$ cat config.mk
export PLATFORM = sky130hd
export DESIGN_NAME = mat_stream_driver
export DESIGN_NICKNAME = d
export VERILOG_FILES = /design/src/rtl/mat_stream_driver.sv
export SDC_FILE = /design/constraint.sdc
export NUM_CORES = 1
export LEC_CHECK = 0
export ABC_AREA = 0
export ABC_CLOCK_PERIOD_IN_PS = 7000
export CORE_ASPECT_RATIO = 0.75
export CORE_MARGIN = 2
export CORE_UTILIZATION = 60
export CTS_CLUSTER_DIAMETER = 30
export CTS_CLUSTER_SIZE = 14
export DETAILED_ROUTE_END_ITERATION = 10
export HOLD_SLACK_MARGIN = 0.06
export PLACE_DENSITY = 0.82
export SLEW_MARGIN = 20
export SYNTH_ARGS = -nofsm -noshare
export SYNTH_HDL_FRONTEND = slang
export SYNTH_SLANG_ARGS = --single-unit
$ cat constraint.sdc
create_clock -name s00_axi_aclk -period 7 [get_ports s00_axi_aclk]
set_clock_uncertainty 0.1 [all_clocks]
set_input_delay 2.1 -clock s00_axi_aclk [delete_from_list [all_inputs] [get_ports s00_axi_aclk]]
set_output_delay 2.1 -clock s00_axi_aclk [all_outputs]
set_load 0.02 [all_outputs]
$ cat src/rtl/mat_stream_driver.sv
// Stream engine for the mat_mul accelerator: sends A then B as one
// AXI-Stream packet and captures the result words into a local buffer.
module mat_stream_driver #(
    parameter int DIM_LOG    = 1,
    parameter int DIM        = 2 ** DIM_LOG,
    parameter int SIZE       = DIM * DIM,
    parameter int SIZE_LOG   = 2 * DIM_LOG,
    parameter int DATA_WIDTH = 32
) (
    input  logic                    s00_axi_aclk,
    input  logic                    s00_axi_areset,
    input  logic                    wr_en,
    input  logic                    wr_sel,
    input  logic [SIZE_LOG-1:0]     wr_addr,
    input  logic [DATA_WIDTH-1:0]   wr_data,
    input  logic [SIZE_LOG-1:0]     rd_addr,
    output logic [DATA_WIDTH-1:0]   rd_data,
    input  logic                    start,
    output logic                    busy,
    output logic                    done,
    output logic                    err_len,
    output logic [SIZE_LOG:0]       rx_count,
    output logic                    m00_axis_tvalid,
    output logic [DATA_WIDTH-1:0]   m00_axis_tdata,
    output logic [DATA_WIDTH/8-1:0] m00_axis_tstrb,
    output logic                    m00_axis_tlast,
    input  logic                    m00_axis_tready,
    output logic                    s00_axis_tready,
    input  logic [DATA_WIDTH-1:0]   s00_axis_tdata,
    input  logic                    s00_axis_tlast,
    input  logic                    s00_axis_tvalid
);

    localparam logic [SIZE_LOG:0] LAST_BEAT = (SIZE_LOG + 1)'(2 * SIZE - 1);
    localparam logic [SIZE_LOG:0] LAST_RX   = (SIZE_LOG + 1)'(SIZE - 1);
    localparam logic [SIZE_LOG:0] ONE       = (SIZE_LOG + 1)'(1);

    typedef enum logic [1:0] {
        ST_IDLE,
        ST_SEND,
        ST_WAIT_RX
    } state_t;

    state_t                r_state;
    logic [SIZE_LOG:0]     r_tx_idx;
    logic                  r_tvalid;
    logic                  r_tlast;
    logic [DATA_WIDTH-1:0] r_tdata;
    logic [SIZE_LOG:0]     r_rx_count;
    logic                  r_rx_done;
    logic                  r_done;
    logic                  r_err_len;
    logic [DATA_WIDTH-1:0] r_rd_data;

    logic [DATA_WIDTH-1:0] r_buf_a [SIZE];
    logic [DATA_WIDTH-1:0] r_buf_b [SIZE];
    logic [DATA_WIDTH-1:0] r_res   [SIZE];

    logic                  w_idle;
    logic                  w_s_tready;
    logic                  w_tx_hs;
    logic                  w_rx_hs;
    logic                  w_rx_at_last;
    logic                  w_rx_fin;
    logic                  w_rx_done_nxt;
    logic                  w_wr_ok;
    logic [SIZE_LOG:0]     w_tx_nxt;
    logic [SIZE_LOG-1:0]   w_nxt_addr;
    logic [DATA_WIDTH-1:0] w_nxt_beat;

    assign w_idle        = (r_state == ST_IDLE);
    assign w_s_tready    = !w_idle && !r_rx_done;
    assign w_tx_hs       = r_tvalid && m00_axis_tready;
    assign w_rx_hs       = s00_axis_tvalid && w_s_tready;
    assign w_rx_at_last  = (r_rx_count == LAST_RX);
    assign w_rx_fin      = w_rx_hs && (s00_axis_tlast || w_rx_at_last);
    assign w_rx_done_nxt = r_rx_done || w_rx_fin;
    // A write arriving with an accepted start is dropped so the first
    // beat always reflects the buffer as it stood before the run.
    assign w_wr_ok       = w_idle && wr_en && !start;

    // Beat index i selects A for i < SIZE, else B; SIZE is a power of two
    // so the top index bit is the buffer select and the rest the address.
    assign w_tx_nxt   = r_tx_idx + ONE;
    assign w_nxt_addr = w_tx_nxt[SIZE_LOG-1:0];
    assign w_nxt_beat = w_tx_nxt[SIZE_LOG] ? r_buf_b[w_nxt_addr]
                                           : r_buf_a[w_nxt_addr];

    assign busy            = !w_idle;
    assign done            = r_done;
    assign err_len         = r_err_len;
    assign rx_count        = r_rx_count;
    assign rd_data         = r_rd_data;
    assign m00_axis_tvalid = r_tvalid;
    assign m00_axis_tdata  = r_tdata;
    assign m00_axis_tlast  = r_tlast;
    assign m00_axis_tstrb  = '1;
    assign s00_axis_tready = w_s_tready;

    // Control FSM: tx sequencing, rx bookkeeping and status flags.
    always_ff @(posedge s00_axi_aclk) begin
        if (s00_axi_areset) begin
            r_state    <= ST_IDLE;
            r_tx_idx   <= '0;
            r_tvalid   <= 1'b0;
            r_tlast    <= 1'b0;
            r_tdata    <= '0;
            r_rx_count <= '0;
            r_rx_done  <= 1'b0;
            r_done     <= 1'b0;
            r_err_len  <= 1'b0;
        end else begin
            if (w_rx_hs) begin
                r_rx_count <= r_rx_count + ONE;
                if (s00_axis_tlast != w_rx_at_last) begin
                    r_err_len <= 1'b1;
                end
                if (w_rx_fin) begin
                    r_rx_done <= 1'b1;
                end
            end
            case (r_state)
                ST_IDLE: begin
                    if (start) begin
                        r_state    <= ST_SEND;
                        r_tx_idx   <= '0;
                        r_tvalid   <= 1'b1;
                        r_tdata    <= r_buf_a[0];
                        r_tlast    <= (LAST_BEAT == '0);
                        r_rx_count <= '0;
                        r_rx_done  <= 1'b0;
                        r_done     <= 1'b0;
                        r_err_len  <= 1'b0;
                    end
                end
                ST_SEND: begin
                    if (w_tx_hs) begin
                        if (r_tx_idx == LAST_BEAT) begin
                            r_tvalid <= 1'b0;
                            r_tlast  <= 1'b0;
                            if (w_rx_done_nxt) begin
                                r_state <= ST_IDLE;
                                r_done  <= 1'b1;
                            end else begin
                                r_state <= ST_WAIT_RX;
                            end
                        end else begin
                            r_tx_idx <= w_tx_nxt;
                            r_tdata  <= w_nxt_beat;
                            r_tlast  <= (w_tx_nxt == LAST_BEAT);
                        end
                    end
                end
                ST_WAIT_RX: begin
                    if (w_rx_done_nxt) begin
                        r_state <= ST_IDLE;
                        r_done  <= 1'b1;
                    end
                end
                default: begin
                    r_state <= ST_IDLE;
                end
            endcase
        end
    end

    // Source buffers: host writes, contents survive reset.
    always_ff @(posedge s00_axi_aclk) begin
        if (w_wr_ok) begin
            if (wr_sel) begin
                r_buf_b[wr_addr] <= wr_data;
            end else begin
                r_buf_a[wr_addr] <= wr_data;
            end
        end
    end

    // Result buffer: one word per accepted rx beat, contents survive reset.
    always_ff @(posedge s00_axi_aclk) begin
        if (w_rx_hs) begin
            r_res[r_rx_count[SIZE_LOG-1:0]] <= s00_axis_tdata;
        end
    end

    // Registered host read of the result buffer.
    always_ff @(posedge s00_axi_aclk) begin
        if (s00_axi_areset) begin
            r_rd_data <= '0;
        end else begin
            r_rd_data <= r_res[rd_addr];
        end
    end

endmodule

# [Yosys cells after proc, flatten, opt, wreduce, memory -nomap -nowiden]
# Memories as Yosys holds them, arrays and structs flattened. A register that Yosys moved wholly into a read port is not among the register bits.
# Index checks and enable logic that the tools add are counted.
[totals] ff_bits=45 ramBits=384 input_bits=76 output_inout_bits=77 elab_cells=90 mem_count=3
[op_classes] addsub=2 eq_ne=11 mux=46 reduce_logical=19
[mem_list] name="r_buf_a" depth=4 width=32 read_ports=2 rd_clocked_by_memory_dff=0 wr=1 line_no="55" source="logic [DATA_WIDTH-1:0] r_buf_a [SIZE];"
[mem_list] name="r_buf_b" depth=4 width=32 read_ports=1 rd_clocked_by_memory_dff=0 wr=1 line_no="56" source="logic [DATA_WIDTH-1:0] r_buf_b [SIZE];"
[mem_list] name="r_res" depth=4 width=32 read_ports=1 rd_clocked_by_memory_dff=1 wr=1 line_no="57" source="logic [DATA_WIDTH-1:0] r_res [SIZE];"
[op_table] cell="two-way mux 32 bit" n=4
[op_table] cell="one-hot mux 32 bit (2 select lines)" n=1
[op_table] cell="two-way mux 1 bit" n=25
[op_table] cell="two-way mux 3 bit" n=6
[op_table] cell="AND reduction 4 bit" n=4
[op_table] cell="two-way mux 2 bit" n=5
[op_table] cell="inequality test 2 bit, second input constant" n=5
[op_table] cell="adder 3 x 1 -> 3 bit, second input constant" n=2
[op_table] cell="equality test 3 bit, second input constant" n=2
[op_table] cell="logical AND 1 bit" n=6
[op_table] cell="one-hot mux 2 bit (3 select lines)" n=1
[op_table] cell="one-hot mux 3 bit (2 select lines)" n=1
[op_table] cell="one-hot mux 1 bit (2 select lines)" n=2
[op_table] cell="equality test 3 x 2 -> 1 bit, second input constant" n=1
[op_table] cell="logical NOT 1 bit" n=3
[op_table] cell="one-hot mux 1 bit (3 select lines)" n=1
[op_table] cell="AND reduction 3 bit" n=1
[op_table] cell="nonzero test 3 bit" n=1
[op_table] cell="equality test 2 x 1 -> 1 bit, second input constant" n=1
[op_table] cell="equality test 2 bit, second input constant" n=1
[op_table] cell="logical NOT 2 bit" n=1
[op_table] cell="logical OR 1 bit" n=2
[op_table] cell="nonzero test 2 bit" n=1
[op_table] cell="inequality test 1 bit" n=1

# [Depth between registers and ports, before layout]
[logic_depth] word_depth=10 depth_mapped=10 depth_no_buf=8

# [Least setup slack after synthesis]
# OpenSTA, ideal clock, no wires.
[synth_path] kind="input -> register" startpoint="input port start" endpoint="memory r_buf_b[0][0], enable pin" setup_time_ps=461 arrival_ps=4724 required_ps=6439 path_slack_ps=1714 cell_stages=4 n_path_buf=1 cell_sequence="nor2b_1 buf_2 nand3_1 nor3_1"
[synth_between] elab_chain_cells=4
[synth_lines] item="start, declared" line_no="18" source="input logic start,"
[synth_lines] item="logical NOT 1 bit" line_no="80" source="assign w_wr_ok = w_idle && wr_en && !start;"
[synth_lines] item="logical AND 1 bit" line_no="80"
[synth_lines] item="two-way mux 1 bit" line_no="169" source="if (w_wr_ok) begin"
[synth_lines] item="two-way mux 1 bit (implied by the code)" line_no="171" source="r_buf_b[wr_addr] <= wr_data;"
[synth_lines] item="end, declared" line_no="56"
# Every way passes these cells.

# [Worst setup path after layout]
[layout_path] startpoint="input port start" endpoint="memory r_buf_a[2][11], enable pin"
[layout_between] elab_chain_cells=4
[layout_lines] item="logical NOT 1 bit" line_no="80"
[layout_lines] item="logical AND 1 bit" line_no="80"
[layout_lines] item="two-way mux 1 bit" line_no="169"
[layout_lines] item="two-way mux 1 bit (implied by the code)" line_no="173" source="r_buf_a[wr_addr] <= wr_data;"
[layout_lines] item="end, declared" line_no="55"
# Every way passes these cells.

==> results.sh <==
export IMPL_setup_tns_ns=0
export IMPL_cts_sinks=461
export IMPL_syn_area_mm2=0.0177
export IMPL_io_pins=153
export IMPL_post_route_period_util_pct=64.4
export IMPL_grt_max_degree=78
export IMPL_critPathTopFamily="simple AND/OR/NAND/NOR gates"
export IMPL_grt_pass1_vias=10300
export IMPL_finalSetupViolCount=0
export IMPL_overflow=0
export IMPL_row_count=54
export IMPL_initial_core_util_pct=61.0
export IMPL_core_area_mm2=0.0291
export IMPL_clk_pin_slew_ns=0.06
export IMPL_die_area_mm2=0.0309
export IMPL_end_kind="flop"
export IMPL_maxCapViolations=0
export IMPL_leakage_nw=6.98
export IMPL_min_path_type="flop to flop"
export IMPL_slowest_stage="nor2_4"
export IMPL_hold_viol=0
export IMPL_clock_path_buffers=3
export IMPL_cts_setup_buffers=0
export IMPL_async_flop_share_pct=0
export IMPL_status="finished clean"
export IMPL_ant_nets=0
export IMPL_gr_usage_all_layers_pct=25.4
export IMPL_slew_violations=0
export IMPL_route_detailed_drc=0
export IMPL_vias=10000
export IMPL_syn_to_final_growth_pct=22.3
export IMPL_max_freq_mhz=222
export IMPL_cts_resized=0
export IMPL_synth_cells=1045
export IMPL_vdd_drop_max_mv=0.251
export IMPL_finalWeightedCongestion=0.839
export IMPL_stdcell_area_mm2=0.0217
export IMPL_hpwl_um=21800
export IMPL_cts_max_level=2
export IMPL_cp_required_ns=7.09
export IMPL_cts_root_buf="clkbuf_16"
export IMPL_drt_iter0_markers=1026
export IMPL_synth_seq_cells=461
export IMPL_criticalPathCategory="input pin to flop"
export IMPL_grt_pass1_wl_um=59700
export IMPL_detailed_place_area_mm2=0.0195
export IMPL_crit_path_start_kind="input pin"
export IMPL_ys_warn_count=0
export IMPL_cp_slowest_stage_delay_ns=0.88
export IMPL_numPortBuffers=148
export IMPL_die_w_um=202
export IMPL_crit_chain="clkdlybuf4s50_1, nor2b_1, nand3b_1, nor2_4"
export IMPL_p_per_area_mw_per_mm2=315
export IMPL_numCtsBuffers=59
export IMPL_relSlewSlack_pct=27.0
export IMPL_totalWireLength_um=38800
export IMPL_drt_pass1_iterations=7
export IMPL_worstPathArrival_ns=4.60
export IMPL_tritoncts="done"
export IMPL_syn_avg_cell_area_um2=17.0
export IMPL_yosysSeqAreaShare_pct=73.8
export IMPL_postCtsHoldBufs=0
export IMPL_die_y_um=153
export IMPL_vias_per_cell=6.06
export IMPL_finalCriticalPeriod_ns=4.51
export IMPL_drive_above_1_share_pct=16.0
export IMPL_synthDistinctLibCells=44
export IMPL_antenna_found_initial=1
export IMPL_cp_max_fo=32
export IMPL_rsz0062_at_grt="no"
export IMPL_worstMarginPinSlew_ns=1.09
export IMPL_ys_flop_type="edfxtp_1"
export IMPL_clock_latency_ns=0.59
export IMPL_final_nets=1294
export IMPL_critPathBufInv=1
export IMPL_wl_per_cell_um=23.5
export IMPL_synth_edf_count=384
==> cell families (layout without fill, tap and decap cells) <==
group | Yosys count | in the layout | synth area share [%]
flip-flops | 461 | 461 | 73.8
AO/OA/AOI/OAI | 206 | 206 | 8.71
AND/OR/NAND/NOR | 149 | 149 | 4.47
multiplexers | 131 | 131 | 9.73
buffers and inverters | 83 | 290 | 2.34
adder cells (fa/ha/maj) | 13 | 13 | 0.918
other | 1 | 7 | 0.0212
XOR/XNOR | 1 | 1 | 0.0494
==> synthesized netlist by cell type (2+ instances only) <==
cell type	n	area, µm²
o21ai_0	51	255
buf_6	3	33.8
mux4_2	33	743
nor3b_1	2	15.0
nor3_1	6	30.0
mux2i_1	98	981
buf_4	16	120
nand3_1	3	15.0
a311oi_2	20	300
ha_1	13	163
o22ai_1	62	388
and2_1	4	25.0
nor2_1	51	191
a211o_1	2	17.5
a221o_1	31	310
nand3b_1	2	15.0
edfxtp_1	384	11500
inv_1	9	33.8
a21oi_1	7	35.0
nor2b_1	66	413
a311oi_1	12	105
clkbuf_1	34	128
a21o_1	2	15.0
o21ai_1	13	65.1
dfxtp_1	77	1540
nand2b_1	4	25.0
buf_2	17	85.1
inv_2	3	11.3
nand2_1	5	18.8
==> through the flow <==
stage | cells | util (%) | worst slack (ns) | hold slack, ns | total power, mW
global placement | 1534 | 67.2 | 2.01 | 0.373 | 3.73
floorplan | 1048 | - | 1.71 | 0.367 | 3.51
detailed placement | 1534 | 67.2 | 1.86 | 0.366 | 3.76
global route | 1648 | 74.6 | 2.35 | 0.429 | 7.02
CTS | 1645 | 74.4 | 2.42 | 0.381 | 6.86
finish | 1650 | 74.6 | 2.49 | 0.374 | 6.83
==> layout make-up <==
| type | count | area (µm²) |
|---|---|---|
| diodes | 3 | 7.51 |
| clock buffers | 67 | 1590 |
| clock inverters | 44 | 507 |
| fillers | 1644 | 7370 |
| inverters | 12 | 45.0 |
| multi-input cells | 504 | 4310 |
| flip-flops and latches | 461 | 13100 |
| well taps | 392 | 490 |
| repair buffers | 167 | 1650 |
==> worst paths after layout <==
path	from	slack, ns	depth (start not counted)	end
max	start	2.49	4	r_buf_a[2][11]$_DFFE_PP_
min	err_len$_SDFF_PP0_	0.37	2	err_len$_SDFF_PP0_
max reg2reg	r_tx_idx[0]$_SDFFE_PP0P_	3.50	7	m00_axis_tdata[0]$_SDFFE_PP0P_
min reg2reg	err_len$_SDFF_PP0_	0.37	2	err_len$_SDFF_PP0_
==> metal layers <==
metal | share of wire [%] | track usage (%) | vias to the layer above | routed length [µm]
met1 | 43 | 35.4 | 5015 | 16500
met2 | 49 | 41.6 | 447 | 18900
li1 | - | - | 4475 | -
met5 | 0 | 0 | - | 0
met3 | 6.4 | 4.58 | 65 | 2490
met4 | 2.1 | 7.40 | 0 | 811
==> worst reg2reg max path, delay by kind of cell, from the launching register on <==
| kind | cells | cell delay [ns] |
|---|---|---|
| AO/OA/AOI/OAI | 2 | 0.64 |
| AND/OR/NAND/NOR | 1 | 0.40 |
| buffers and inverters | 2 | 0.95 |
| adder cells (fa/ha/maj) | 2 | 0.54 |
| flip-flops | 1 | 0.79 |
==> cells in the final DEF, fill, tap and decap left out, drive strengths merged, types with 2 or more instances in the layout <==
master	Yosys	routed
mux2i	98	98
a211o	2	2
a21o	2	2
o22ai	62	62
inv	12	24
ha	13	13
bufinv	0	7
a311oi	32	32
diode	0	3
nor2b	66	66
a221o	31	31
nand3	3	3
nor3b	3	3
clkinv	0	18
a211oi	2	2
a21oi	7	7
nor2	51	51
edfxtp	384	384
mux4	33	33
nand2b	4	4
buf	37	21
nand2	5	5
nor3	6	6
clkinvlp	0	7
clkbuf	34	67
o21ai	64	64
conb	1	4
nand3b	2	2
and2	5	5
dfxtp	77	77
clkdlybuf4s50	0	146
==> registers in the layout, indices dropped and copies added, names as in the netlist <==
| register | count |
|---|---|
| r_state | 2 |
| rd_data | 32 |
| r_rx_done | 1 |
| r_res | 128 |
| m00_axis_tvalid | 1 |
| r_tx_idx | 3 |
| r_buf_b | 128 |
| m00_axis_tlast | 1 |
| done | 1 |
| rx_count | 3 |
| r_buf_a | 128 |
| m00_axis_tdata | 32 |
| err_len | 1 |
==> power breakdown <==
part / internal, mW / switching [mW]
registers: 3.06 / 0.0465
logic: 0.260 / 0.349
clock network: 1.92 / 1.20
total: 5.24 / 1.59
Note: power is estimated with default switching activity, not from simulation.
